**src/rtl/race_ctrl_pkg.sv**
```systemverilog
// Shared types and constants for the race start/finish controller.
package race_ctrl_pkg;

  typedef enum logic [2:0] {
    S_IDLE   = 3'd0,
    S_READY  = 3'd1,
    S_SET    = 3'd2,
    S_GO     = 3'd3,
    S_TIMING = 3'd4,
    S_REPORT = 3'd5,
    S_FAULT  = 3'd6
  } state_e;

  // semaforo bit order is {Verde, Amarillo, Rojo}
  localparam logic [2:0] SEM_OFF = 3'b000;
  localparam logic [2:0] SEM_RED = 3'b001;
  localparam logic [2:0] SEM_YEL = 3'b010;
  localparam logic [2:0] SEM_GRN = 3'b100;

  // Largest of the three phase lengths; sizes the shared phase down-counter.
  function automatic int unsigned max3(input int unsigned a, input int unsigned b,
                                       input int unsigned c);
    int unsigned m;
    m = (a > b) ? a : b;
    return (m > c) ? m : c;
  endfunction

endpackage

```
**src/rtl/edge_detect_vec.sv**
```systemverilog
// Registered rising-edge detector: rise[i] is high for one cycle, the cycle
// after d[i] is first sampled high.
module edge_detect_vec #(
  parameter int W = 1
) (
  input  logic         clk,
  input  logic         rst,
  input  logic [W-1:0] d,
  output logic [W-1:0] rise
);

  logic [W-1:0] prev_q, prev_d;
  logic [W-1:0] rise_q, rise_d;

  // Compare the current sample with the previous one.
  always_comb begin
    prev_d = d;
    rise_d = d & ~prev_q;
  end

  // History and edge registers, cleared by the synchronous reset.
  always_ff @(posedge clk) begin
    if (rst) begin
      prev_q <= '0;
      rise_q <= '0;
    end else begin
      prev_q <= prev_d;
      rise_q <= rise_d;
    end
  end

  assign rise = rise_q;

endmodule

```
**src/rtl/race_control_fsm.sv**
```systemverilog
// Multi-lane race sequencer: light sequence, per-lane finish capture,
// all-finished/timeout end of race and UART report handshake.
// Optional macro FALSE_START_EN: a starting block released during SET
// sends the sequencer to FAULT; without it block_in is ignored and
// fault_out stays 0.
module race_control_fsm
  import race_ctrl_pkg::*;
#(
  parameter int unsigned CLK_FREQ    = 25_000_000,
  parameter int unsigned N_LANES     = 4,
  parameter int unsigned COUNT_READY = CLK_FREQ * 2,
  parameter int unsigned COUNT_SET   = CLK_FREQ * 2,
  parameter int unsigned COUNT_GO    = CLK_FREQ * 1,
  parameter int unsigned COUNT_MAX   = CLK_FREQ * 60
) (
  input  logic               clk,
  input  logic               reset_global,
  input  logic               set_button_in,
  input  logic [N_LANES-1:0] sensor_meta_in,
  input  logic [N_LANES-1:0] block_in,
  input  logic               uart_ack_in,
  output logic               reset_timer_out,
  output logic               enable_timer_out,
  output logic [2:0]         semaforo_out,
  output logic               servo_out,
  output logic [N_LANES-1:0] lane_capture_out,
  output logic [N_LANES-1:0] lane_done_out,
  output logic               timeout_out,
  output logic               fault_out,
  output logic               uart_req_out
);

  localparam int unsigned CW = $clog2(max3(COUNT_READY, COUNT_SET, COUNT_GO) + 1);
  localparam int unsigned RW = $clog2(COUNT_MAX + 1);

  state_e             state_q, state_d;
  logic [CW-1:0]      cnt_q, cnt_d;
  logic [RW-1:0]      race_q, race_d;
  logic [N_LANES-1:0] cap_q, cap_d;
  logic [N_LANES-1:0] done_q, done_d;
  logic               tmo_q, tmo_d;

  logic [N_LANES:0]   rise;
  logic               set_rise;
  logic [N_LANES-1:0] sens_rise;
  logic               in_race;

  edge_detect_vec #(.W(N_LANES + 1)) u_edge (
    .clk  (clk),
    .rst  (reset_global),
    .d    ({sensor_meta_in, set_button_in}),
    .rise (rise)
  );

  assign set_rise  = rise[0];
  assign sens_rise = rise[N_LANES:1];
  assign in_race   = (state_q == S_GO) || (state_q == S_TIMING);

`ifdef FALSE_START_EN
  logic [N_LANES-1:0] blk_q, blk_d;
  logic               fault_q, fault_d;
  logic               blk_fall;

  assign blk_d    = block_in;
  assign blk_fall = |(blk_q & ~block_in);

  // Fault flag: raised on the SET->FAULT jump, cleared when a new start begins.
  always_comb begin
    fault_d = fault_q;
    if (state_q == S_SET && state_d == S_FAULT)       fault_d = 1'b1;
    else if (state_q == S_IDLE && state_d == S_READY) fault_d = 1'b0;
  end

  // Block history and fault flag registers.
  always_ff @(posedge clk) begin
    if (reset_global) begin
      blk_q   <= '0;
      fault_q <= 1'b0;
    end else begin
      blk_q   <= blk_d;
      fault_q <= fault_d;
    end
  end

  assign fault_out = fault_q;
`else
  logic unused_block;
  assign unused_block = ^block_in;
  assign fault_out    = 1'b0;
`endif

  // Next state, phase counter, race counter and per-lane finish tracking.
  always_comb begin
    state_d = state_q;
    cnt_d   = cnt_q;
    race_d  = race_q;
    cap_d   = '0;
    done_d  = done_q | cap_q;
    tmo_d   = tmo_q;
    if (in_race) begin
      // a lane is captured once; a pending strobe counts as finished
      cap_d  = sens_rise & ~(done_q | cap_q);
      race_d = race_q + RW'(1);
    end
    case (state_q)
      S_IDLE: begin
        if (set_rise) begin
          state_d = S_READY;
          cnt_d   = CW'(COUNT_READY - 1);
          done_d  = '0;
          tmo_d   = 1'b0;
        end
      end
      S_READY: begin
        if (set_rise) state_d = S_IDLE;
        else if (cnt_q == '0) begin
          state_d = S_SET;
          cnt_d   = CW'(COUNT_SET - 1);
        end else cnt_d = cnt_q - CW'(1);
      end
      S_SET: begin
        if (set_rise) state_d = S_IDLE;
`ifdef FALSE_START_EN
        else if (blk_fall) state_d = S_FAULT;
`endif
        else if (cnt_q == '0) begin
          state_d = S_GO;
          cnt_d   = CW'(COUNT_GO - 1);
          race_d  = RW'(1);
        end else cnt_d = cnt_q - CW'(1);
      end
      S_GO: begin
        if (cnt_q == '0) state_d = S_TIMING;
        else             cnt_d   = cnt_q - CW'(1);
      end
      S_TIMING: begin
        if (done_q == '1) state_d = S_REPORT;
        else if (race_q == RW'(COUNT_MAX)) begin
          state_d = S_REPORT;
          tmo_d   = 1'b1;
        end
      end
      S_REPORT: if (uart_ack_in) state_d = S_IDLE;
      S_FAULT:  if (set_rise)    state_d = S_IDLE;
      default:  state_d = S_IDLE;
    endcase
  end

  // State and counters; reset returns to IDLE even mid-race.
  always_ff @(posedge clk) begin
    if (reset_global) begin
      state_q <= S_IDLE;
      cnt_q   <= '0;
      race_q  <= '0;
      cap_q   <= '0;
      done_q  <= '0;
      tmo_q   <= 1'b0;
    end else begin
      state_q <= state_d;
      cnt_q   <= cnt_d;
      race_q  <= race_d;
      cap_q   <= cap_d;
      done_q  <= done_d;
      tmo_q   <= tmo_d;
    end
  end

  // Moore decode of the lights, timer controls and report request.
  always_comb begin
    reset_timer_out  = 1'b0;
    enable_timer_out = 1'b0;
    semaforo_out     = SEM_OFF;
    servo_out        = 1'b0;
    uart_req_out     = 1'b0;
    case (state_q)
      S_IDLE:   reset_timer_out = 1'b1;
      S_READY:  semaforo_out    = SEM_RED;
      S_SET:    semaforo_out    = SEM_YEL;
      S_GO: begin
        semaforo_out     = SEM_GRN;
        servo_out        = 1'b1;
        enable_timer_out = 1'b1;
      end
      S_TIMING: enable_timer_out = 1'b1;
      S_REPORT: uart_req_out     = 1'b1;
      S_FAULT: begin
        semaforo_out    = SEM_RED;
        reset_timer_out = 1'b1;
      end
      default: ;
    endcase
  end

  assign lane_capture_out = cap_q;
  assign lane_done_out    = done_q;
  assign timeout_out      = tmo_q;

endmodule
```
**config.mk**
```make
export PLATFORM = sky130hd
export DESIGN_NAME = race_control_fsm
export DESIGN_NICKNAME = d
export VERILOG_FILES = /design/src/rtl/race_ctrl_pkg.sv /design/src/rtl/edge_detect_vec.sv /design/src/rtl/race_control_fsm.sv
export SDC_FILE = /design/constraint.sdc
export NUM_CORES = 1
export LEC_CHECK = 0
export BUFFER_PORTS_ARGS = -buffer_cell sky130_fd_sc_hd__buf_2
export CAP_MARGIN = 10
export CORE_AREA = 5 5 119 149
export DETAILED_ROUTE_END_ITERATION = 16
export DIE_AREA = 0 0 124 154
export PLACE_DENSITY = 0.36
export SYNTH_ARGS = -nofsm -noshare
export SYNTH_HDL_FRONTEND = slang
export SYNTH_SLANG_ARGS = --single-unit
```
**constraint.sdc**
```tcl
create_clock -name clk -period 4.5 [get_ports clk]
set_clock_uncertainty 0.15 [all_clocks]
set_input_delay 0.225 -clock clk [delete_from_list [all_inputs] [get_ports clk]]
set_output_delay 0.225 -clock clk [all_outputs]
set_load 0.005 [all_outputs]
```
**Word level (Yosys, flattened, before mapping)**

Cells that the tools add are included.

- $add $sub $neg: 2
- Equal/unequal tests: 20
- Multiplexer cells: 33
- Bitwise logic cells: 6
- Reduce and logical (&&, ||, !) cells: 12

Operators with widths:

| cell | number |
|---|---|
| $mux 26 | 6 |
| $mux 31 | 4 |
| $pmux 26 s4 | 1 |
| $add 31x1->31 const B | 1 |
| $eq 31x31->1 const B | 1 |
| $mux 3 | 10 |
| $logic_not 26->1 | 1 |
| $sub 26x1->26 const B | 1 |
| $pmux 3 s7 | 1 |
| $ne 2x2->1 const B | 5 |
| $eq 3x3->1 const B | 3 |
| $pmux 3 s3 | 1 |
| $mux 4 | 2 |
| $ne 2x1->1 const B | 4 |
| $reduce_or 2->1 | 4 |
| $mux 1 | 7 |
| $reduce_and 7->1 | 1 |
| $eq 3x2->1 const B | 2 |
| $ne 3x2->1 const B | 2 |
| $and 5x5->5 | 1 |
| $not 5->5 | 1 |
| $reduce_and 5->1 | 1 |
| $and 4x4->4 | 1 |
| $eq 4x4->1 const B | 1 |
| other kinds (11) | 11 |

- Register bits: 79
- Input bits: 12
- Output and inout port bits: 17
- Logic and storage cells: 81

**Logic depth before layout (Yosys ltp)**

- Depth in word-level cells: 6
- Mapped depth: 9
- Mapped depth without buffers: 8

**By module**

From an unflattened synthesis, not the netlist that was laid out.

- Cells, all modules: 463
- Area total of the unflattened synthesis: 3963.8 µm²

By module, submodules not included:

| module | times used | cells each | area an instance (µm²) | seq. area each (µm²) |
|---|---|---|---|---|
| race_control_fsm | 1 | 442 | 3658.5 | 1381.3 |
| edge_detect_vec | 1 | 21 | 305.3 | 200.2 |

**Worst setup path before layout**

No wires, ideal clock.

- Kind: register to register
- From: reg cnt_q[15]
- To: reg cnt_q[7]
- Setup time: 0.132 ns
- Arrival time: 2.185 ns
- Data required time: 4.218 ns
- Slack: 2.033 ns
- Cell stages (with the launch flop): 8
- Buffers on the path: 2
- Path through: dfxtp_1 buf_6 or4_4 or4_4 o211a_4 buf_6 a221oi_2 nor3_1

- Longest elaborated chain between the ends: 4

Ends and longest elaborated chain:

| what | line | text |
|---|---|---|
| start: declaration | race_control_fsm.sv:37 | `logic [CW-1:0] cnt_q, cnt_d;` |
| start signal: assignment | race_control_fsm.sv:160 | `cnt_q <= cnt_d;` |
| $logic_not 26->1 * | race_control_fsm.sv:116, race_control_fsm.sv:126, race_control_fsm.sv:133 |  |
| $mux 26, on equally long branches | race_control_fsm.sv:126, race_control_fsm.sv:116 |  |
| $mux 26, on equally long branches | race_control_fsm.sv:122, race_control_fsm.sv:115 |  |
| $pmux 26 s4 | race_control_fsm.sv:105 | `case (state_q)` |

Every way passes the cells marked *; elsewhere a longest branch is shown, timed or not. The select of a mux whose other input is x is not followed.
A chain may end at the register's enable or synchronous reset.

**Worst setup path in the final report**

- From: reg cnt_q[15]
- To: reg race_q[19]

- Longest elaborated chain between the ends: 4

Ends and longest elaborated chain:

| what | line | text |
|---|---|---|
| $logic_not 26->1 | race_control_fsm.sv:126 | `else if (cnt_q == '0) begin` |
| $mux 31 | race_control_fsm.sv:126 |  |
| $mux 31 | race_control_fsm.sv:122 | `if (set_rise) state_d = S_IDLE;` |
| $mux 31 | race_control_fsm.sv:105 |  |
| end signal: assignment | race_control_fsm.sv:161 | `race_q <= race_d;` |
| end: declaration | race_control_fsm.sv:38 | `logic [RW-1:0] race_q, race_d;` |

Every way passes these cells.

==> reports/summary.md <==
Setup violations remaining at the end of the flow were counted as 0. The startpoint identified for the worst register-to-register timing path is cnt_q[15]. The number of nets in the synthesized netlist is 484.

At the end of the flow, the number of nets in the layout was 502. The congestion estimate from routability-driven global placement came to 0.7923. The routed design could run at a clock period as short as 3.007 ns. Average footprint of a synthesized cell: 8.435 µm². The via count of the first global-routing pass came out at 3,314.

In this run the tool buffered the top-level ports with 23 buffer cells. The tools report the count of TritonRoute iterations in the first routing pass as 4. The clock input transition at the sequential cells of the worst setup and hold paths came out at 0.07 ns.

The amount of wire on met3 after detailed routing is 198 µm. After clock tree synthesis, the repair step resized 0 gates. In this run the cell area of the synthesized design comes to 3948 µm². Worst-path maximum fanout: 30. The uppermost layer routed was met4. After synthesis the netlist holds a flip-flop and latch count of 79. The detailed router finished its first iteration with 186 violations. After routing the design area is 4581 µm². The run finished with clean final reports. The share of cells above drive strength 1 is 12.02%. The run gives 11.91% as the global routing usage summed across all routing layers. After synthesis, the cell types taking the most area are sky130_fd_sc_hd__dfxtp_1, sky130_fd_sc_hd__nor2_1, sky130_fd_sc_hd__xor2_1. Global routing finished with a remaining overflow of 0. Row generation in the floorplan step produced 52 rows. For the number of hold violations in the final report, the log shows 0. The run gives 1.493 ns as the worst setup margin. Number of pins exceeding their max-slew limit in the final report: 0. Measured in cells, the most critical reg-to-reg path has a length of 7. The tree is rooted in a sky130_fd_sc_hd__clkbuf_16. The areal power density over the cells works out to 603.8 nW/µm². The worst-case IR drop observed on VDD is 0.2330 mV. Summing the areas of all fa, ha and maj instances in the mapped netlist gives 1.268% of the synthesized area. After detailed routing, the number of vias per cell comes to 4.833. Type of the worst setup path: reg -> reg. Yosys mapped a number of flops with a built-in enable equal to 0.

Compared with the post-synthesis result, the final layout area differs by 16.04%. Final worst-path cycle share: 66.83%. For the pin with the worst max-slew slack, the measured transition is 0.9873 ns. The initial utilization of the core area, before any placement, comes to 24.56%.

Data arrives at the worst endpoint at 3.07 ns. The cell count after synthesis came out at 468. Measured against its own limit, the worst slew margin works out to 33.78%. The number of antenna cells inserted is 0, and the distinct cell type count of the synthesized netlist is 67. The top cell type by area accounts for 40.06% of the synthesized area. The placed standard-cell area came out at 4227 µm². The number of stages on the worst hold path was 1; the pin count of the biggest net entering global routing was 31. Timing would allow up to 332.5 MHz. The endpoint identified for the worst register-to-register timing path is race_q[19].

After legalization and detailed placement, the total HPWL measured 7675 µm. Summing the areas of all and, or, nand and nor instances in the mapped netlist gives 30.55% of the synthesized area. After synthesis, the share of flip-flops with an asynchronous set or reset is 0%.

The tools report the wire length of the first global-routing pass as 17,850 µm. Cell type with the highest aggregate area in the netlist: sky130_fd_sc_hd__dfxtp_1. Adding up every negative setup slack in the final design gives 0 ns.

TritonCTS built the clock tree. The max-capacitance violation count is 0. The tools report the nature of the critical path startpoint as a register. Once detail routing completed, the nets flagged for antenna violations numbered 0. The clock passes through at most 2 buffers. The post-detailed-route wirelength per cell came out at 15.08 µm.

The number of antenna violations at the first check in global routing is 0. The sequential cell area fraction in the yosys report was 40.06%; the die height was 154 µm. The detailed router put a total of 4753 µm of wire on met1. Summed over all nets, wire length on met2 after detailed routing comes to 5545 µm. The floorplan step set the die width to 124 µm.

The synthesized netlist devotes 15.97% of its cell area to compound gates. Timing analysis after detailed placement gives a worst setup slack of 1.470 ns. 29 I/O pins were placed. For this run, design rule violations remaining after detail routing come to 0. The main combinational cell family by area after synthesis is simple AND/OR/NAND/NOR gates.

For the worst-skew pair, the clock arrives at the later sink with an insertion delay of 0.35 ns. The path with the worst hold slack has its endpoint at u_edge.rise[4]. The tree built by TritonCTS fans out to 79 sinks.

In this run the most critical hold path is launched from u_edge.prev_q[4]. The floorplan step defined a die boundary enclosing 19,100 µm². Ranked by instance count, the synthesized netlist is headed by sky130_fd_sc_hd__dfxtp_1, sky130_fd_sc_hd__nor2_1, sky130_fd_sc_hd__nand2_1.

Prevailing post-synth register cell: sky130_fd_sc_hd__dfxtp_1. Core box area: 16,070 µm². For the overall power of the completed layout, the log shows 2.766 mW. The type of destination of the critical path is a register.

The number of vias after detailed routing is 3,417. Setup repair after global routing left no endpoint under its margin. The routed wire length is 10,660 µm. In this run the static leakage power is 1.674 nW.

CTS built an H-tree with a depth of 3. In this run the worst hold path is classified as reg -> reg. The data required time at the worst endpoint was 4.57 ns; the share of the core filled with cells in the final layout was 28.50%. The tools report the clock buffer count from CTS as 9. Setup slack on the worst reg-to-reg path comes out at 1.49 ns.

The fraction of synthesized cell area in xor and xnor cells came out at 7.322%. The portion of synthesized area spent on multiplexers is 0.5071%. The yosys synthesis warning count came out at 0.
==> flip-flops by register name, summed over array words and instances (netlist names) <==
signal,cells
race_q,31
cnt_q,26
u_edge.prev_q,5
u_edge.rise,5
lane_capture_out,4
lane_done_out,4
state_q,3
timeout_out,1
==> through the flow <==
| step | instances | hold slack, ns |
|---|---|---|
| 6_report | 707 | 0.2321 |
| 5_1_grt | 707 | 0.2413 |
| 4_1_cts | 707 | 0.2336 |
| 3_5_place_dp | 686 | 0.2240 |
| 3_3_place_gp | 686 | 0.2210 |
| 2_1_floorplan | 468 | 0.1541 |
==> kinds of logic after synthesis <==
kind of cell / after synthesis
AOI/OAI and AO/OA: 87
xor gates and xnor gates: 33
adders and majority gates: 4
buffers and inverters: 35
DFF: 79
muxes: 2
other: 1
and+or+nand+nor: 227
==> cell usage in the layout, fill, tap and decap left out, drive strengths merged, types with 12 or more instances in the layout <==
cell   synthesis  final
nor2          79     79
dfxtp         79     79
buf           11     25
nand2         23     23
a21oi         20     20
xor2          19     19
nor3          18     18
nand4         18     18
o21ai         18     18
nand3         16     16
inv           12     15
xnor2         14     14
nor4          14     14
nor2b         12     12
==> how the worst max path moves through the flow <==
stage | startpoint | slack, ns | endpoint | cells past startpoint
final | cnt_q[15] | 1.49 | race_q[19] | 7
after global routing | cnt_q[15] | 1.27 | race_q[19] | 7
after CTS | state_q[2] | 1.44 | race_q[30] | 7
after detailed placement | state_q[2] | 1.47 | race_q[30] | 7
after global placement | cnt_q[15] | 1.44 | race_q[21] | 7
after floorplan | cnt_q[15] | 2.03 | cnt_q[7] | 7
==> layer usage <==
layer	up-vias	GRT usage (%)
met2	32	20.34
met4	0	4.958
met3	12	2.021
li1	1727	-
met1	1646	14.58
met5	-	0
==> critical path, stage by stage (launching register included) <==
cell and delay, ns:
sky130_fd_sc_hd__dfxtp_1 0.39, sky130_fd_sc_hd__nor4_1 0.61, sky130_fd_sc_hd__nand4_1 0.36, sky130_fd_sc_hd__or2_1 0.35
sky130_fd_sc_hd__or4_1 0.49, sky130_fd_sc_hd__nand2_1 0.10, sky130_fd_sc_hd__buf_4 0.33, sky130_fd_sc_hd__nor2_1 0.10
==> cell type report <==
class | instances | area (µm²)
Fill cell | 1781 | 11490
Sequential cell | 79 | 1582
Timing Repair Buffer | 30 | 180.2
Clock buffer | 9 | 225.2
Clock inverter | 7 | 78.83
Multi-Input combinational cell | 354 | 2200
Tap cell | 216 | 270.3
Inverter | 12 | 45.04
==> what timing repair did <==
| action | CTS | global route |
|---|---|---|
| hold buffers | 5 | 0 |
| setup buffers | 0 | 0 |
| hold endpoints to repair | 5 | 0 |
==> power by group <==
group          switching [mW]  internal [mW]
clock                   0.327          0.437
combinational           0.652          0.393
sequential              0.162          0.796
total                    1.14           1.63
(Power assumes the default switching activity.)
